===== src/rtl/bcd_count_ctrl.sv =====
// bcd_count_ctrl: four-bit count sequencer for the two-digit 7-segment decoder.
// Raw active-low buttons are synchronised and debounced. Slide switches are synchronised only.
// Manual mode steps the count on each button press.
// Auto mode steps the count on a prescaled tick and supports run/hold.
// The count range is configured by the BCD_DECIMAL_EN macro:
//   defined   -> the count runs 0..9
//   undefined -> the count runs 0..15 (full hex)

// Debouncer for one synchronised active-low button; emits a one-cycle press pulse.
module bcd_count_debounce #(
    parameter int DEBOUNCE_CYCLES = 500000
) (
    input  logic clk,
    input  logic rst_n,
    input  logic synced,
    output logic press
);

    localparam int CW = $clog2(DEBOUNCE_CYCLES + 1);
    localparam logic [CW-1:0] CNT_LAST = CW'(DEBOUNCE_CYCLES - 1);
    localparam logic [CW-1:0] CNT_ONE  = CW'(1);

    logic [CW-1:0] cnt;
    logic          level;

    // Count how long the input has disagreed with the accepted level; flip once it has been stable long enough.
    always_ff @(posedge clk) begin
        if (!rst_n) begin
            cnt   <= '0;
            level <= 1'b1;
            press <= 1'b0;
        end else begin
            press <= 1'b0;
            if (synced == level) begin
                cnt <= '0;
            end else if (cnt == CNT_LAST) begin
                cnt   <= '0;
                level <= synced;
                press <= ~synced;
            end else begin
                cnt <= cnt + CNT_ONE;
            end
        end
    end

endmodule

module bcd_count_ctrl #(
    parameter int DEBOUNCE_CYCLES = 500000,
    parameter int TICK_CYCLES     = 50000000
) (
    input  logic       clk,
    input  logic       rst_n,
    input  logic       btn_up_n,
    input  logic       btn_dn_n,
    input  logic       sw_auto,
    input  logic       sw_dir,
    output logic [3:0] bcd,
    output logic       wrap,
    output logic [1:0] mode
);

`ifdef BCD_DECIMAL_EN
    localparam logic [3:0] MAX_VAL = 4'd9;
`else
    localparam logic [3:0] MAX_VAL = 4'd15;
`endif

    localparam int PW = $clog2(TICK_CYCLES);
    localparam logic [PW-1:0] PRESC_LAST = PW'(TICK_CYCLES - 1);
    localparam logic [PW-1:0] PRESC_ONE  = PW'(1);

    typedef enum logic [1:0] {
        ST_MANUAL    = 2'b00,
        ST_AUTO_RUN  = 2'b01,
        ST_AUTO_HOLD = 2'b10
    } state_t;

    state_t        state;
    state_t        state_nx;

    logic [1:0]    up_sync;
    logic [1:0]    dn_sync;
    logic [1:0]    auto_sync;
    logic [1:0]    dir_sync;

    logic          press_up;
    logic          press_dn;

    logic [PW-1:0] presc;
    logic [PW-1:0] presc_nx;
    logic [3:0]    bcd_nx;
    logic          wrap_nx;

    logic          sw_auto_s;
    logic          sw_dir_s;
    logic          tick;
    logic          do_inc;
    logic          do_dec;
    logic          do_clear;

    assign sw_auto_s = auto_sync[1];
    assign sw_dir_s  = dir_sync[1];
    assign tick      = (state == ST_AUTO_RUN) && (presc == PRESC_LAST);
    assign mode      = state;

    // Two-flop synchronisers; buttons idle released, switches idle low.
    always_ff @(posedge clk) begin
        if (!rst_n) begin
            up_sync   <= 2'b11;
            dn_sync   <= 2'b11;
            auto_sync <= 2'b00;
            dir_sync  <= 2'b00;
        end else begin
            up_sync   <= {up_sync[0], btn_up_n};
            dn_sync   <= {dn_sync[0], btn_dn_n};
            auto_sync <= {auto_sync[0], sw_auto};
            dir_sync  <= {dir_sync[0], sw_dir};
        end
    end

    bcd_count_debounce #(
        .DEBOUNCE_CYCLES(DEBOUNCE_CYCLES)
    ) u_deb_up (
        .clk    (clk),
        .rst_n  (rst_n),
        .synced (up_sync[1]),
        .press  (press_up)
    );

    bcd_count_debounce #(
        .DEBOUNCE_CYCLES(DEBOUNCE_CYCLES)
    ) u_deb_dn (
        .clk    (clk),
        .rst_n  (rst_n),
        .synced (dn_sync[1]),
        .press  (press_dn)
    );

    // Mode register.
    always_ff @(posedge clk) begin
        if (!rst_n) begin
            state <= ST_MANUAL;
        end else begin
            state <= state_nx;
        end
    end

    // Next mode, prescaler and count; leaving auto mode overrides any press in the same cycle.
    always_comb begin
        state_nx = state;
        presc_nx = presc;
        do_inc   = 1'b0;
        do_dec   = 1'b0;
        do_clear = 1'b0;
        bcd_nx   = bcd;
        wrap_nx  = 1'b0;

        case (state)
            ST_MANUAL: begin
                presc_nx = '0;
                if (sw_auto_s) begin
                    state_nx = ST_AUTO_RUN;
                end
                if (press_up && !press_dn) begin
                    do_inc = 1'b1;
                end else if (press_dn && !press_up) begin
                    do_dec = 1'b1;
                end
            end
            ST_AUTO_RUN: begin
                if (!sw_auto_s) begin
                    state_nx = ST_MANUAL;
                    presc_nx = '0;
                end else begin
                    presc_nx = tick ? '0 : presc + PRESC_ONE;
                    if (tick) begin
                        do_inc = sw_dir_s;
                        do_dec = ~sw_dir_s;
                    end
                    if (press_up) begin
                        state_nx = ST_AUTO_HOLD;
                    end
                    if (press_dn) begin
                        do_clear = 1'b1;
                        presc_nx = '0;
                    end
                end
            end
            ST_AUTO_HOLD: begin
                if (!sw_auto_s) begin
                    state_nx = ST_MANUAL;
                    presc_nx = '0;
                end else begin
                    if (press_up) begin
                        state_nx = ST_AUTO_RUN;
                    end
                    if (press_dn) begin
                        do_clear = 1'b1;
                        presc_nx = '0;
                    end
                end
            end
            default: begin
                state_nx = ST_MANUAL;
                presc_nx = '0;
            end
        endcase

        if (do_clear) begin
            bcd_nx = 4'd0;
        end else if (do_inc) begin
            if (bcd >= MAX_VAL) begin
                bcd_nx  = 4'd0;
                wrap_nx = 1'b1;
            end else begin
                bcd_nx = bcd + 4'd1;
            end
        end else if (do_dec) begin
            if (bcd == 4'd0) begin
                bcd_nx  = MAX_VAL;
                wrap_nx = 1'b1;
            end else begin
                bcd_nx = bcd - 4'd1;
            end
        end
    end

    // Count, wrap pulse and prescaler registers.
    always_ff @(posedge clk) begin
        if (!rst_n) begin
            bcd   <= 4'd0;
            wrap  <= 1'b0;
            presc <= '0;
        end else begin
            bcd   <= bcd_nx;
            wrap  <= wrap_nx;
            presc <= presc_nx;
        end
    end

endmodule


===== config.mk =====
export PLATFORM = sky130hd
export DESIGN_NAME = bcd_count_ctrl
export DESIGN_NICKNAME = d
export VERILOG_FILES = /design/src/rtl/bcd_count_ctrl.sv
export SDC_FILE = /design/constraint.sdc
export NUM_CORES = 1
export LEC_CHECK = 0
export ABC_AREA = 1
export BUFFER_PORTS_ARGS = -buffer_cell sky130_fd_sc_hd__clkbuf_2
export CELL_PAD_IN_SITES_DETAIL_PLACEMENT = 1
export CELL_PAD_IN_SITES_GLOBAL_PLACEMENT = 2
export CORE_ASPECT_RATIO = 1.2
export CORE_MARGIN = 3
export CORE_UTILIZATION = 38
export DETAILED_ROUTE_END_ITERATION = 6
export PLACE_DENSITY = 0.88
export SLEW_MARGIN = 25
export SYNTH_ARGS = -nofsm -noshare
export SYNTH_HDL_FRONTEND = slang
export SYNTH_SLANG_ARGS = --single-unit
export TNS_END_PERCENT = 5

===== constraint.sdc =====
create_clock -name clk -period 2.7 [get_ports clk]
set_input_delay 0.405 -clock clk [delete_from_list [all_inputs] [get_ports clk]]
set_output_delay 0.405 -clock clk [all_outputs]
set_load 0.01 [all_outputs]

==> results of run 1 <==
## report_power, final
group | total (mW) | switching, mW | internal [mW] | leakage [nW]
registers | 1.27 | 0.0212 | 1.25 | 0.671
logic | 0.189 | 0.127 | 0.0621 | 1.06
clock network | 1.33 | 0.503 | 0.831 | 0.148
total | 2.79 | 0.651 | 2.14 | 1.88
## cells by family (layout without fill, tap and decap cells)
kind of cell,Yosys count,in the layout
xor+xnor,21,21
flops,83,83
simple gates,370,370
fa+ha+maj,10,10
compound gates,60,60
buf+inv,105,125
## sequential cells by signal, summed over array words and instances, names as in the netlist, 2 cells and up
name          cells
presc            26
u_deb_dn.cnt     19
u_deb_up.cnt     19
bcd               4
auto_sync         2
dir_sync          2
dn_sync           2
mode              2
up_sync           2
## area by class of cell
cell class / count / area, um2 / share of cell area
clock inverters: 4 / 75.07 / 0.01500
flip-flops and latches: 83 / 1662 / 0.3321
well taps: 154 / 192.7 / 0.03851
clock buffers: 11 / 242.7 / 0.04851
repair buffers: 13 / 67.56 / 0.01350
multi-input cells: 461 / 2397 / 0.4791
inverters: 97 / 366.6 / 0.07327
## per-stage QoR
stage                     setup WS [ps]  instance area (um2)
after floorplan                    1053                 4478
after global placement            847.7                 4686
after detailed placement          721.1                 4686
after CTS                         698.1                 5004
after global routing              469.0                 5004
final                             734.5                 5004
## cell usage in the layout (no fill, tap or decap), types with 4 or more instances in the layout
cell type and count:
nand3_1 53, nand2_1 141, nor3_1 33, inv_1 90, inv_2 6, clkbuf_16 9
nand4_1 15, nand2_4 4, or2_2 8, xnor2_1 6, o21ai_0 12, dfxtp_1 83
nor2_1 79, ha_1 10, xor2_1 15, clkbuf_2 12, nor2_4 5, nand3_2 5
nand2_2 6, nor4_1 4, a21oi_1 37, nor2_2 6
## worst register-to-register path: cells and delay by family, from the launching register on
kind	cells	cell delay [ps]
and+or+nand+nor	4	830
DFF	1	340
adders and majority gates	1	160
AOI/OAI and AO/OA	1	210
buffers and inverters	2	340
## layer usage
| layer | part of all wire | wire, um | track usage | vias up |
|---|---|---|---|---|
| met1 | 0.45 | 5092 | 0.2089 | 1955 |
| met4 | 0.022 | 244 | 0.07027 | 0 |
| met5 | 0 | 0 | 0 | - |
| met3 | 0.018 | 200 | 0.02644 | 17 |
| li1 | - | - | - | 2112 |
| met2 | 0.51 | 5692 | 0.3332 | 34 |
## path summary, 6_finish.rpt
check | end | from | slack, ps | cells past startpoint
hold reg to reg | dn_sync[1]$_SDFF_PN1_ | dn_sync[0]$_SDFF_PN1_ | 420 | 1
setup reg to reg | presc[12]$_SDFFE_PN0P_ | mode[0]$_SDFFE_PN0P_ | 730 | 8
setup / recovery | presc[12]$_SDFFE_PN0P_ | mode[0]$_SDFFE_PN0P_ | 730 | 8
hold / removal | auto_sync[0]$_SDFF_PN0_ | sw_auto | 250 | 3
==> results.md, run 1 <==
* Status: complete, no violations
* Largest family of logic cells by synthesized area: simple AND/OR/NAND/NOR gates
* Hold_ws at ~250 ps
* Core footprint at roughly 11000 um2
* Final setup skew at about 5.5 ps
* Ys async rst share at 0
* Syn Nets at about 670
* Hold-fix buffers, CTS at 0
* CP Data Required Time at just under 3000 ps
* Final Max Slew Viols at 0
* Routed len/inst at about 14 um
* CP endpoint kind: flop
* Io pins at 13
* Crit-path max FO at 19
* Arr. time, crit path at 2220 ps
* CTS Buffer Depth at 2
* CP Cell Sequence: inv_1, ha_1, nand2_1, nor2_4, inv_2, nand2_4, nand2_4, a211oi_1
* Seq/Total Area, Yosys at 0.3711
* Grt ovf at 0
* Crit path time final at 1966 ps
* Post-synth top flop: dfxtp_1
* Crit path top cell by count: nand2_4
* DR pass1 iterations at 4
* Post-Synth XOR/XNOR Area at 0.04107
* Ys Warns at 0
* Synth Area in Compound Gates at 0.07293
* TNS Setup at 0 ps
* Synth area leaders: dfxtp_1 37%, nand2_1 12%, inv_1 7.5%, nor2_1 6.6%, nand3_1 5.9%
* Startpoint types: flop
* Die area at roughly 13000 um2
* Final hold vios at 0
* Kind of critical path: flop to flop
* CTS tree: built
* Chip height at roughly 120 um
* Distinct cell type count after synthesis at 38
* Leakage at 1.881 nW
* Mux contribution to synthesized area at 0
* Max-cap violations at 0
* Worst hold path class: primary input to flop
* VDD IR max at about 0.00044 V
* Synth-to-Final Area Change at 11.74%
* Cells after Synth at 649
* Residual DRC count at 0
* Routability-driven placement congestion ratio at roughly 0.85
* Least-Margin Pin Slew at approximately 640 ps
* Buffers added on ports at 12
* DR vias/cell at 5.004
* Relative slew slack at 0.5709
* Critical path's top delay family: simple AND/OR/NAND/NOR gates
* Total CTS buffers at 9
* Sum of buffers and inverters on the critical path at 2
* Share of post-route cells with drive strength above 1 at 0.1121
* Post-CTS sizing at 0
* Setup Buffers After CTS at 0
* DR iter-0 viols at around 140
* Fin crit share at 0.7280
* CTS Root Cell: clkbuf_16
* RSZ-0062 raised after global routing: no
* Area leader, netlist: dfxtp_1
* Adder-cell share of the synthesized area at 0.02794
* # diodes at 0
* Max Fclk at about 0.51 GHz
* Clock Sinks at a little over 80
* Design Power at ~2.8 mW
* Pwr Density at roughly 560 nW/um2
* Clock Latency Late Sink at approximately 340 ps
* Post-layout net count at slightly below 700
* Post-DP HPWL at between 8000 and 9000 um
* Post-Synth Simple-Gate Area at 0.3934
* Synth top area share at 0.3711
* Final ANT Viol Nets at 0
* Placed insts at slightly above 800
* Die Width at about 110 um
* Critical path's slowest cell: nor2_4
* Post-layout instance count excluding filler cells at slightly above 800
* Most frequent cell after synthesis: nand2_1
* Routed Wire Length at between 10000 and 15000 um
* Setup violations, final at 0
* Synthesized area at 4478 um2
* Total GRT Usage at 0.1810
* CTS H-Tree Depth at 3
* FF+latch count, synth at between 80 and 90
* Fill cell count at 1488
* Vias in the first global route at 4330
* Largest net degree at the start of global routing at 20
* Initial Utilization at 0.3982
* Clock slew at reported path FFs at around 60 ps
* Max stage delay on crit path at between 400 and 500 ps
* Row cnt at 42
* Util after Layout at 0.4449
* Post-synth top cells: 141 x nand2_1, 90 x inv_1, 83 x dfxtp_1
* Antenna violations before repair at 0
* Synthesized area per cell at slightly below 7 um2
* Vias at a little over 4000
* First-pass GRT wire length at between 15000 and 20000 um
* Post-synth EDFFs at 0
Power figures use the tool's default switching activity.
==> run 2, diff against run 1 <==
--- a/config.mk
+++ b/config.mk
@@ -5,15 +5,15 @@
 export SDC_FILE = /design/constraint.sdc
 export NUM_CORES = 1
 export LEC_CHECK = 0
-export ABC_AREA = 1
+export ABC_AREA = 0
 export BUFFER_PORTS_ARGS = -buffer_cell sky130_fd_sc_hd__clkbuf_2
 export CELL_PAD_IN_SITES_DETAIL_PLACEMENT = 1
 export CELL_PAD_IN_SITES_GLOBAL_PLACEMENT = 2
 export CORE_ASPECT_RATIO = 1.2
 export CORE_MARGIN = 3
-export CORE_UTILIZATION = 38
+export CORE_UTILIZATION = 35
 export DETAILED_ROUTE_END_ITERATION = 6
-export PLACE_DENSITY = 0.88
+export PLACE_DENSITY = 0.8
 export SLEW_MARGIN = 25
 export SYNTH_ARGS = -nofsm -noshare
 export SYNTH_HDL_FRONTEND = slang
==> constraint.sdc (replaced) <==
create_clock -name clk -period 1.7 [get_ports clk]
set_input_delay 0.255 -clock clk [delete_from_list [all_inputs] [get_ports clk]]
set_output_delay 0.255 -clock clk [all_outputs]
set_load 0.01 [all_outputs]
==> results.md, run 2 <==
* CTS H-Tree Depth at 3 (unchanged)
* Status: finished, violations left
* Grt ovf at 0 (unchanged)
* Distinct cell type count after synthesis at 57 (+50%)
* Buffers added on ports at 12 (unchanged)
* Clock Latency Late Sink at 350 ps (about the same)
* Synth top area share at 0.4059 (+0.03481)
* Largest net degree at the start of global routing at 27 (+35%)
* CP endpoint kind: flop
* Fin crit share at 1.118 (+0.3900)
* Syn Nets at 493 (-26%)
* Worst hold start: btn_up_n
* Clock Sinks at 83 (unchanged)
* Antenna violations before repair at 0 (unchanged)
* Hold-fix buffers, CTS at 0 (unchanged)
* Initial Utilization at 0.3640 (-0.03416)
* Failing checks: negative setup slack
* Synth-to-Final Area Change at 33.74%
* Fill cell count at 1366 (-8.2%)
* Routed Wire Length at 11210 um (-0.20%)
* CTS Root Cell: clkbuf_16
* VDD IR max at 0.0004602 V (+4.5%)
* # diodes at 0 (unchanged)
* First-pass GRT wire length at 19380 um (-1.6%)
* WHS Path Cells at 2 (-1)
* DR vias/cell at 5.211 (+4.2%)
* Post-layout instance count excluding filler cells at 733 (-11%)
* Final worst slack at -200.6 ps (-935.1 ps)
* Util after Layout at 0.4869 (+0.04194)
* Seq/Total Area, Yosys at 0.4059 (+0.03481)
* Synthesized area at 4094 um2 (-8.6%)
* Setup violations, final at 31 (+31)
* Final ANT Viol Nets at 0 (unchanged)
* Die area at 13040 um2 (-0.70%)
* CP Launch Point: presc[24]$_SDFFE_PN0P_
* Synthesized area per cell at 8.583 um2 (+24%)
* Max-cap violations at 0 (unchanged)
* Chip height at 124.5 um (-0.35%)
* Reg-to-Reg Start: presc[24]$_SDFFE_PN0P_
* Max Fclk at 0.5261 GHz (+3.4%)
* Vias at 3820 (-7.2%)
* Post-layout net count at 591 (-13%)
* Arr. time, crit path at 2130 ps (-90 ps)
* Least-Margin Pin Slew at 517.0 ps (-121.2 ps)
* Leakage at 2.072 nW (+10%)
* Regs by FF count: presc (26), u_deb_dn.cnt (19), u_deb_up.cnt (19)
* Commonest cells after routing, fill and taps aside: 80 x buf_4, 78 x nor2_1, 70 x dfxtp_1
* Routed len/inst at 15.29 um (+12%)
* Crit path time final at 1901 ps (-64.94 ps)
* Routability-driven placement congestion ratio at 0.7981 (-5.9%)
* Kind of critical path: flop to flop
* Most common cell after layout, fill and taps aside: buf_4
* Relative slew slack at 0.6533 (+0.08237)
* Crit-path max FO at 17 (-2)
* Most frequent cell after synthesis: dfxtp_1
* Worst hold path class: primary input to flop
* Post-synth top flop: dfxtp_1
* CTS Buffer Depth at 2 (unchanged)
* Largest register FFs at 26 (unchanged)
* Vias in the first global route at 4001 (-7.6%)
* R2R depth at 7 (-1)
* Pwr Density at 775.9 nW/um2 (+39%)
* Share of post-route cells with drive strength above 1 at 0.2798 (+0.1677)
* RSZ-0062 raised after global routing: yes
* Area leader, netlist: dfxtp_1
* Cells after Synth at 477 (-27%)
* DR pass1 iterations at 4 (unchanged)
* Ys async rst share at 0 (unchanged)
* Row cnt at 42 (unchanged)
* Final hold vios at 0 (unchanged)
* Clock slew at reported path FFs at 60 ps (about the same)
* Ys Warns at 0 (unchanged)
* Post-synth top cells: 83 x dfxtp_1, 80 x nor2_1, 38 x nand2_1
* Placed insts at 709 (-12%)
* Final Max Slew Viols at 0 (unchanged)
* Synth area leaders: dfxtp_1 41%, nor2_1 7.3%, xnor2_1 5.8%, xor2_1 5.1%, nand3_1 4.0%
* CTS tree: built
* Most flops, register: presc
* Design Power at 4.248 mW (+52%)
* Post-Place Worst Slack at -236.3 ps (-957.4 ps)
* Total GRT Usage at 0.1801 (-0.0009163)
* Final instance area at 5475 um2 (+9.4%)
* Startpoint types: flop
* Residual DRC count at 0 (unchanged)
* Die Width at 104.7 um (-0.35%)
* CP Data Required Time at 1930 ps (-1020 ps)
* Placed cell areas at 4972 um2 (+6.1%)
* Final setup skew at 6.882 ps (+1.347 ps)
* DR iter-0 viols at 156 (+13%)
* Post-synth EDFFs at 0 (unchanged)
* Core footprint at 11250 um2 (unchanged)
* Io pins at 13 (unchanged)
* Post-DP HPWL at 8107 um (-6.9%)
* Total CTS buffers at 9 (unchanged)
* FF+latch count, synth at 83 (unchanged)
run 2: cell count changes in the layout (fill, tap and decap cells not counted), moves of 21 or more:
cell     change
nand3_1     -22
buf_4       +79
nand2_1    -103
nor3_1      -23
a21oi_1     -29
xnor2_1     +21
inv_1       -77
run 2: cells by family (layout without fill, tap and decap cells):
kind of cell | Yosys count | count (layout) | share of synthesized area
simple gates | 252 | 252 | 0.3282
mux | 7 | 7 | 0.01712
buf+inv | 27 | 128 | 0.02812
flops | 83 | 83 | 0.4059
compound gates | 47 | 48 | 0.08100
xor+xnor | 51 | 51 | 0.1091
fa+ha+maj | 10 | 10 | 0.03056
run 2: layout make-up:
type | instances | area (um2) | share of cell area
flip-flops and latches | 83 | 1680 | 0.3069
well taps | 154 | 192.7 | 0.03519
repair buffers | 99 | 759.5 | 0.1387
clock inverters | 5 | 80.08 | 0.01463
inverters | 14 | 52.55 | 0.009598
multi-input cells | 368 | 2481 | 0.4532
clock buffers | 10 | 229.0 | 0.04182
run 2: worst paths after layout:
kind	end	slack [ps]
worst max register to register	presc[0]$_SDFFE_PN0P_	-200
worst max-delay path	presc[0]$_SDFFE_PN0P_	-200
worst min register to register	up_sync[1]$_SDFF_PN1_	410
worst min-delay path	up_sync[0]$_SDFF_PN1_	100
run 2: metrics by stage:
| step | hold WS (ps) | setup TNS (ps) |
|---|---|---|
| 2_1_floorplan | 356.5 | -4875 |
| 3_5_place_dp | 398.3 | -7570 |
| 6_report | 95.14 | -5297 |
| 3_3_place_gp | 392.5 | -4884 |
| 5_1_grt | 91.95 | -7762 |
| 4_1_cts | 78.89 | -5017 |
run 2: power breakdown:
| group | switching (mW) | internal [mW] |
|---|---|---|
| Combinational | 0.101 | 0.0878 |
| Clock | 0.806 | 1.28 |
| Sequential | 0.0136 | 1.96 |
run 2: routing by layer:
metal | track usage | vias to the layer above | part of all wire | routed length, um
met3 | 0.02488 | 22 | 0.023 | 259
met1 | 0.2118 | 1864 | 0.43 | 4840
met4 | 0.08571 | 0 | 0.029 | 326
met5 | 0 | - | 0 | 0
li1 | - | 1879 | - | -
met2 | 0.3192 | 55 | 0.52 | 5782
run 2: repair_timing:
item,4_1_cts,5_1_grt
resized for setup,15,22
buffers inserted,4,3
gates cloned,2,0
endpoints found under the setup margin,72,54
pin swaps,14,9
run 2: worst max-delay path: stages, from the launching register on:
cell     delay [ps]
dfxtp_2         320
or4b_4          550
nor3_4          300
buf_4           170
a21oi_2          50
o21ai_2         160
buf_12          170
nor2_1           60
